### config.mk
export PLATFORM = sky130hd
export DESIGN_NAME = mul_div_unit
export DESIGN_NICKNAME = d
export VERILOG_FILES = /design/src/rtl/mul_div_unit.sv
export SDC_FILE = /design/constraint.sdc
export NUM_CORES = 1
export LEC_CHECK = 0
export ABC_AREA = 1
export BUFFER_PORTS_ARGS = -buffer_cell sky130_fd_sc_hd__buf_4
export CAP_MARGIN = 20
export CORE_UTILIZATION = 55
export CTS_CLUSTER_SIZE = 8
export DETAILED_ROUTE_END_ITERATION = 7
export HOLD_SLACK_MARGIN = 0.05
export PLACE_DENSITY = 0.73
export SYNTH_ARGS = -nofsm -noshare
export SYNTH_HDL_FRONTEND = slang
export SYNTH_SLANG_ARGS = --single-unit
export TNS_END_PERCENT = 30
### constraint.sdc
create_clock -name clk -period 2.5 [get_ports clk]
set_input_delay 0.125 -clock clk [delete_from_list [all_inputs] [get_ports clk]]
set_output_delay 0.125 -clock clk [all_outputs]
set_load 0.05 [all_outputs]
### src/rtl/mul_div_unit.sv
// mul_div_unit: multicycle unsigned multiply / divide responder for the SAP-1 bus.
// Shift-add multiply (LSB first) and restoring divide (MSB first), one bit per cycle.
// Results and flags are held until the next accepted start; bus_out drives the held
// result when out_en is asserted.
module mul_div_unit #(
    parameter int WIDTH = 8
) (
    input  logic             clk,
    input  logic             rst,
    input  logic [WIDTH-1:0] a_in,
    input  logic [WIDTH-1:0] b_in,
    input  logic             mul_start,
    input  logic             div_start,
    input  logic             out_en,
    output logic [WIDTH-1:0] bus_out,
    output logic [WIDTH-1:0] result,
    output logic [WIDTH-1:0] remainder,
    output logic             busy,
    output logic             done,
    output logic             overflow,
    output logic             div_by_zero
);

    localparam int CW = $clog2(WIDTH + 1);

    typedef enum logic [1:0] {IDLE, MUL, DIV, DONE} state_t;

    state_t               state, state_nxt;
    logic [CW-1:0]        cnt;
    // MUL: {partial product high, remaining multiplier bits}
    // DIV: {partial remainder, dividend bits shifting out / quotient bits shifting in}
    logic [2*WIDTH-1:0]   acc, acc_nxt;
    logic [WIDTH-1:0]     opnd;       // multiplicand or divisor
    logic [WIDTH:0]       mul_sum;
    logic [WIDTH:0]       div_shift;
    logic [WIDTH:0]       div_diff;
    logic                 div_ge;
    logic                 accept;
    logic                 last_iter;

    assign accept    = ((state == IDLE) || (state == DONE)) && (mul_start || div_start);
    assign last_iter = (cnt == CW'(WIDTH - 1));
    assign bus_out   = out_en ? result : '0;

    // One iteration step of either algorithm
    always_comb begin
        mul_sum   = {1'b0, acc[2*WIDTH-1:WIDTH]} +
                    (acc[0] ? {1'b0, opnd} : {(WIDTH+1){1'b0}});
        div_shift = {acc[2*WIDTH-1:WIDTH], acc[WIDTH-1]};
        div_diff  = div_shift - {1'b0, opnd};
        // The partial remainder is always below the divisor, so bit WIDTH of the
        // difference is set exactly when the trial subtraction borrows.
        div_ge    = ~div_diff[WIDTH];
        acc_nxt   = acc;
        case (state)
            MUL:     acc_nxt = {mul_sum, acc[WIDTH-1:1]};
            DIV:     acc_nxt = {(div_ge ? div_diff[WIDTH-1:0] : div_shift[WIDTH-1:0]),
                                acc[WIDTH-2:0], div_ge};
            default: acc_nxt = acc;
        endcase
    end

    // State register
    always_ff @(posedge clk or posedge rst) begin
        if (rst) state <= IDLE;
        else     state <= state_nxt;
    end

    // Next-state logic; multiply wins when both starts are high
    always_comb begin
        state_nxt = state;
        case (state)
            IDLE, DONE: begin
                if (mul_start)      state_nxt = MUL;
                else if (div_start) state_nxt = (b_in == '0) ? DONE : DIV;
                else                state_nxt = IDLE;
            end
            MUL, DIV:   state_nxt = last_iter ? DONE : state;
            default:    state_nxt = IDLE;
        endcase
    end

    // State-decoded outputs
    always_comb begin
        busy = (state == MUL) || (state == DIV);
        done = (state == DONE);
    end

    // Operand capture, iteration and result/flag update
    always_ff @(posedge clk or posedge rst) begin
        if (rst) begin
            cnt         <= '0;
            acc         <= '0;
            opnd        <= '0;
            result      <= '0;
            remainder   <= '0;
            overflow    <= 1'b0;
            div_by_zero <= 1'b0;
        end else if (accept) begin
            cnt         <= '0;
            overflow    <= 1'b0;
            div_by_zero <= 1'b0;
            if (mul_start) begin
                acc  <= {{WIDTH{1'b0}}, b_in};
                opnd <= a_in;
            end else begin
                acc  <= {{WIDTH{1'b0}}, a_in};
                opnd <= b_in;
                if (b_in == '0) begin
                    result      <= '1;
                    remainder   <= a_in;
                    div_by_zero <= 1'b1;
                end
            end
        end else if (busy) begin
            acc <= acc_nxt;
            if (!last_iter) cnt <= cnt + 1'b1;
            if (last_iter) begin
                result <= acc_nxt[WIDTH-1:0];
                if (state == MUL) begin
                    remainder <= '0;
                    overflow  <= |acc_nxt[2*WIDTH-1:WIDTH];
                end else begin
                    remainder <= acc_nxt[2*WIDTH-1:WIDTH];
                end
            end
        end
    end

endmodule
==> results by group, run 1 <==
Global route
  – Initial antenna violation count: 0
  – First-pass GRT wire length: 15300 um
  – Largest net degree at the start of global routing: 49
  – Total global-route track usage: 31.1%
  – GRT Residual Overflow: 0
  – Vias in the first global route: 3096

Setup path
  – CP endpoint kind: flop
  – Crit path largest cell delay: 350 ps
  – Worst-path fanout max: 8
  – R2R Path Start: acc[7]
  – CP Launch Type: flop
  – CP cell instances: inv_1, ha_2, fa_2, inv_1, nand2_1, nand2_2, nand3_4, nand2_2, nand2_4, nand2_8, nand3_1, nand2_1, nand2_1, nand2_2, nand2_1, nor2_1, a21oi_1
  – Crit path kind: flop to flop
  – R2r setup slk: 210 ps
  – CP top delay family: simple AND/OR/NAND/NOR gates
  – Critical Path Start: acc[7]
  – CP Data Arrival Time: 2500 ps
  – WP buf/inv: 2
  – Worst reg2reg endpoint: overflow
  – Most frequent cell on the critical path: nand2_1
  – CP max stage cell: fa_2
  – R2R depth: 17
  – CP required: 2710 ps

Detailed routing
  – Vias: 3467
  – Residual DRC count: 0
  – Iter 0 DRT Violations: 213
  – Avg WL per Cell: 15.8 um
  – Vias per Instance: 5.49
  – Post-route ant nets: 0
  – Post-Route WL: 9950 um
  – Initial DRT Pass Iterations: 5

Timing
  – Post-route minimum period: 2290 ps
  – Hold Fails Final Rpt: 0
  – Pins over their slew limit: 0
  – Slew @ Worst Pin: 513 ps
  – Relative slew slack: 65.8%
  – Max Fclk: 0.436 GHz
  – Worst-case clock skew: 12.2 ps
  – Setup TNS Final: 0 ps
  – RSZ-0062 raised after global routing: no
  – Final cycle utilization of the critical path: 91.7%
  – Setup violators final: 0

Clocking
  – CTS sink count: 48
  – Max clock buf depth: 2
  – CTS tree: done
  – Num CTS Buffers: 5
  – Clock Latency Late Sink: 310 ps
  – Root buf cell: clkbuf_8
  – Post-CTS Repair Setup Buffers: 0
  – H-tree Lvls: 2
  – Reg clk slew, reported paths: 100 ps

Synth
  – Mapped Nets: 548
  – Post-Syn Area: 0.00355 sq mm
  – Ys async rst share: 100%
  – Mapped Cells: 505
  – Post-synth EDFFs: 0
  – Synth Register Bits: 48
  – Top_reg_cell synth: dfrtp_1
  – Synth cell types: 43
  – Syn_area_per_cell: 7.04 sq um
  – Synth Warn #: 0
  – Sequential-to-total area share from yosys stat: 33.8%

Run status
  – Status: completed

Floorplanning
  – Die span in y: 82.4 um
  – Die Footprint: 0.00679 sq mm
  – Core area: 0.00606 sq mm
  – Initial core utilization: 58.6%
  – I/O pin count: 49
  – Die Width: 82.4 um
  – # rows: 28

Worst hold path
  – Worst Hold Launch: b_in[2]
  – Hold Path Class: input port to flop
  – Hold endpoint: opnd[2]
  – Hold Path Cell Cnt: 3

Placement
  – Final Wtd Congestion: 0.984
  – # placed instances: 621
  – Dpl hpwl: 7680 um
  – # port buffers: 48

Layout
  – Util after Layout: 69.2%
  – Layout area overhead: 18.0%
  – Leading cell type in the layout, fill and taps excluded: nand2_1
  – Post-Layout Cell Count: 631
  – # diodes: 0
  – Nets: 598
  – Fraction of final layout cells sized beyond drive strength 1: 18.2%
  – Most frequent cells in the layout: 145 x nand2_1, 69 x inv_1, 59 x buf_4, 48 x dfrtp_1, 38 x nand3_1

Run
  – Max-cap violation count: 0
tightest hold or removal path, delay by kind of cell:
kind            cells  cell delay [ps]
compound gates      1               70
buf+inv             1              120
simple gates        1               60
synth_stat cells, drive strengths merged (2+ instances only):
| library cell | n | area [sq um] |
|---|---|---|
| nand2 | 154 | 622 |
| inv | 72 | 270 |
| dfrtp | 48 | 1200 |
| nor2 | 44 | 190 |
| nand3 | 40 | 218 |
| a21oi | 36 | 195 |
| o21ai | 24 | 124 |
| ha | 20 | 250 |
| clkbuf | 12 | 46.3 |
| mux2i | 7 | 70.1 |
| o211ai | 7 | 52.6 |
| buf | 6 | 31.3 |
| nand4 | 6 | 37.5 |
| a32oi | 5 | 43.8 |
| or2 | 4 | 27.5 |
| a31oi | 3 | 18.8 |
| o21a | 3 | 22.5 |
| fa | 2 | 40.0 |
| nand3b | 2 | 15.0 |
| xor2 | 2 | 17.5 |
per-layer routing:
metal	GRT usage [%]	up-vias	wire, um
li1	-	1728	-
met1	40.3	1606	4520
met2	52.4	113	4660
met3	3.96	20	469
met4	12.8	0	299
met5	0	-	0
how the worst max path moves through the flow:
stage / to / slack [ps] / depth (start not counted)
after detailed placement: overflow / 70 / 17
final: overflow / 210 / 17
after floorplan: overflow / 270 / 16
after global placement: overflow / 100 / 17
after global routing: remainder[2] / 3 / 16
after CTS: overflow / 70 / 17
what timing repair did:
| item | CTS | global route |
|---|---|---|
| setup endpoints to repair | 0 | 11 |
| resized for setup | 0 | 5 |
| endpoints found under the hold margin | 0 | 48 |
| hold buffers | 0 | 1 |
registers in the layout, indices dropped and copies added (netlist names):
name / cells
result: 8
cnt: 4
state: 2
div_by_zero: 1
overflow: 1
acc: 16
opnd: 8
remainder: 8
metrics by stage:
stage	hold WS (ps)	instance area, sq um	setup WS (ps)
global route	120	4190	3.22
CTS	88.8	4150	68.7
detailed placement	425	4020	70.1
floorplan	280	3550	266
global placement	419	4020	103
finish	96.4	4190	208
layout make-up:
| type | count | area, sq um |
|---|---|---|
| Clock buffer | 6 | 82.6 |
| Clock inverter | 2 | 38.8 |
| Timing Repair Buffer | 61 | 473 |
| Sequential cell | 48 | 1200 |
| Multi-Input combinational cell | 366 | 2030 |
| Fill cell | 544 | 1870 |
| Inverter | 73 | 274 |
| Tap cell | 75 | 93.8 |
cells by family after synthesis:
group	synth area share, %
adder cells (fa/ha/maj)	8.17
flip-flops	33.8
AO/OA/AOI/OAI	13.9
XOR/XNOR	0.740
multiplexers	1.97
AND/OR/NAND/NOR	31.5
buffers and inverters	9.89
Power of run 1 is left out: the tool's default activity adds up to more than one toggle a clock period on the data nets, which glitch-free logic cannot reach.
==> run 2: changes to the inputs <==
--- a/config.mk
+++ b/config.mk
@@ -8,11 +8,11 @@
 export ABC_AREA = 1
 export BUFFER_PORTS_ARGS = -buffer_cell sky130_fd_sc_hd__buf_4
 export CAP_MARGIN = 20
-export CORE_UTILIZATION = 55
+export CORE_UTILIZATION = 40
 export CTS_CLUSTER_SIZE = 8
 export DETAILED_ROUTE_END_ITERATION = 7
 export HOLD_SLACK_MARGIN = 0.05
-export PLACE_DENSITY = 0.73
+export PLACE_DENSITY = 0.55
 export SYNTH_ARGS = -nofsm -noshare
 export SYNTH_HDL_FRONTEND = slang
 export SYNTH_SLANG_ARGS = --single-unit
==> run 2 against run 1 <==
Net effect:
- register-to-register slack worse by 20 ps
- fmax down 0.74%
- die area up 37%
- critical path depth down 1
- core utilization down 21 points
- via count down 2.0%
- non-clock buffer count up 4
- design area up 0.60%
- clock-buffer cell count up 2
- routed wire length up 3.4%
- critical path type unchanged
- largest cell class unchanged
==> results by group, run 2 (same netlist as run 1, synthesis figures left out) <==
Detailed routing
  – Post-Route WL: 10300 um
  – Post-route ant nets: 0
  – Vias: 3396
  – Residual DRC count: 0
  – Vias per Instance: 5.08
  – Iter 0 DRT Violations: 167
  – Initial DRT Pass Iterations: 4
  – Avg WL per Cell: 15.4 um

Setup path
  – Most frequent cell on the critical path: nand2_1
  – CP Launch Type: flop
  – Worst-path fanout max: 8
  – CP endpoint kind: flop
  – CP max stage cell: dfrtp_1
  – Crit path largest cell delay: 400 ps
  – R2r setup slk: 190 ps
  – WP buf/inv: 1
  – Crit path kind: flop to flop
  – R2R depth: 16
  – CP top delay family: simple AND/OR/NAND/NOR gates
  – Worst reg2reg endpoint: overflow
  – CP cell instances: ha_1, fa_2, inv_1, nand2_1, nand2_2, nand3_4, nand2_2, nand2_4, nand2_8, nand3_1, nand2_1, nand2_1, nand2_2, nand2_1, nor2_1, a21oi_1
  – CP Data Arrival Time: 2490 ps
  – CP required: 2690 ps
  – R2R Path Start: opnd[0]

Clocking
  – Max clock buf depth: 2
  – H-tree Lvls: 2
  – Root buf cell: clkbuf_8
  – Clock Latency Late Sink: 300 ps
  – CTS tree: done
  – CTS sink count: 48
  – Reg clk slew, reported paths: 90 ps
  – Num CTS Buffers: 5

Timing
  – Hold Fails Final Rpt: 0
  – Post-route minimum period: 2310 ps
  – Worst-case clock skew: 10.6 ps
  – Max Fclk: 0.433 GHz
  – Pins over their slew limit: 0
  – Setup violators final: 0
  – Min Hold Slack: 94.7 ps
  – Slew @ Worst Pin: 529 ps
  – Relative slew slack: 64.7%
  – Final cycle utilization of the critical path: 92.4%

Floorplanning
  – I/O pin count: 49
  – Die Footprint: 0.00926 sq mm
  – Die Width: 96.3 um
  – # rows: 34
  – Core area: 0.00868 sq mm
  – Initial core utilization: 40.9%
  – Die span in y: 96.3 um

Worst hold path
  – Hold Path Class: input port to flop
  – Worst Hold Launch: a_in[4]
  – Hold endpoint: opnd[4]
  – Hold Path Cell Cnt: 3

Layout
  – Nets: 602
  – Area of the multi-input gates: 0.00203 sq mm
  – Top reg by flops: acc
  – Fraction of final layout cells sized beyond drive strength 1: 18.2%
  – Reg area: 0.00120 sq mm
  – Fillers: 905
  – Leading cell type in the layout, fill and taps excluded: nand2_1
  – Util after Layout: 48.6%
  – Most frequent cells in the layout: 145 x nand2_1, 69 x inv_1, 64 x buf_4, 48 x dfrtp_1, 38 x nand3_1
  – # diodes: 0
  – Post-Layout Cell Count: 668
  – Number of flip-flops in the largest register: 16
  – Layout area overhead: 18.7%

Placement
  – Dpl hpwl: 8240 um
  – Final Wtd Congestion: 0.900
  – # port buffers: 48
  – # placed instances: 658

Global route
  – Total global-route track usage: 23.9%
  – Initial antenna violation count: 0
  – First-pass GRT wire length: 16400 um
  – GRT Residual Overflow: 0
  – Largest net degree at the start of global routing: 27
  – Vias in the first global route: 3170

Run status
  – Status: completed

Run
  – Max-cap violation count: 0
==> run 2: cell types whose count changed in the layout (fill, tap and decap cells not counted), sizes merged <==
cell / previous run / this run
clkbuf: 6 / 8
buf: 60 / 64
bufinv: 1 / 0
clkinv: 2 / 1
==> run 2: per-stage QoR <==
| stage | area [sq um] | setup TNS, ps | setup slack (ps) |
|---|---|---|---|
| 5_1_grt | 4220 | -19.4 | -19.4 |
| 3_3_place_gp | 4100 | 0 | 137 |
| 6_report | 4220 | 0 | 191 |
| 3_5_place_dp | 4100 | 0 | 91.0 |
| 4_1_cts | 4200 | 0 | 71.7 |
| 2_1_floorplan | 3550 | 0 | 266 |
==> run 2: cell type report <==
class | instances | share of cell area [%]
repair buffers | 65 | 11.6
multi-input cells | 366 | 48.1
inverters | 73 | 6.50
clock buffers | 8 | 2.14
well taps | 108 | 3.20
flip-flops and latches | 48 | 28.5
==> run 2: what timing repair did <==
item	in CTS	in global routing
endpoints found under the setup margin	0	8
hold endpoints to repair	22	0
buffers inserted	0	1
gates resized for setup	0	4
hold buffers	1	0
==> run 2: worst max-delay path by stage <==
stage                     depth (start not counted)  startpoint            to
after floorplan                                  16      acc[0]      overflow
after global placement                           16     opnd[0]      overflow
after detailed placement                         16     opnd[0]      overflow
after CTS                                        16     opnd[0]      overflow
after global routing                             15     opnd[5]  remainder[5]
final                                            16     opnd[0]      overflow
==> run 2: routing by layer <==
layer | global-route usage, % | vias to the layer above | part of all wire [%]
li1 | - | 1744 | -
met1 | 33.6 | 1582 | 49
met2 | 39.7 | 62 | 47
met3 | 2.37 | 8 | 2.3
met4 | 5.22 | 0 | 1.1
met5 | 0 | - | 0
==> run 2: tightest hold or removal path, stage by stage <==
cell and delay [ps]:
buf_4 90, o211ai_1 80, o21ai_0 70
Power of run 2 is left out for the same reason.
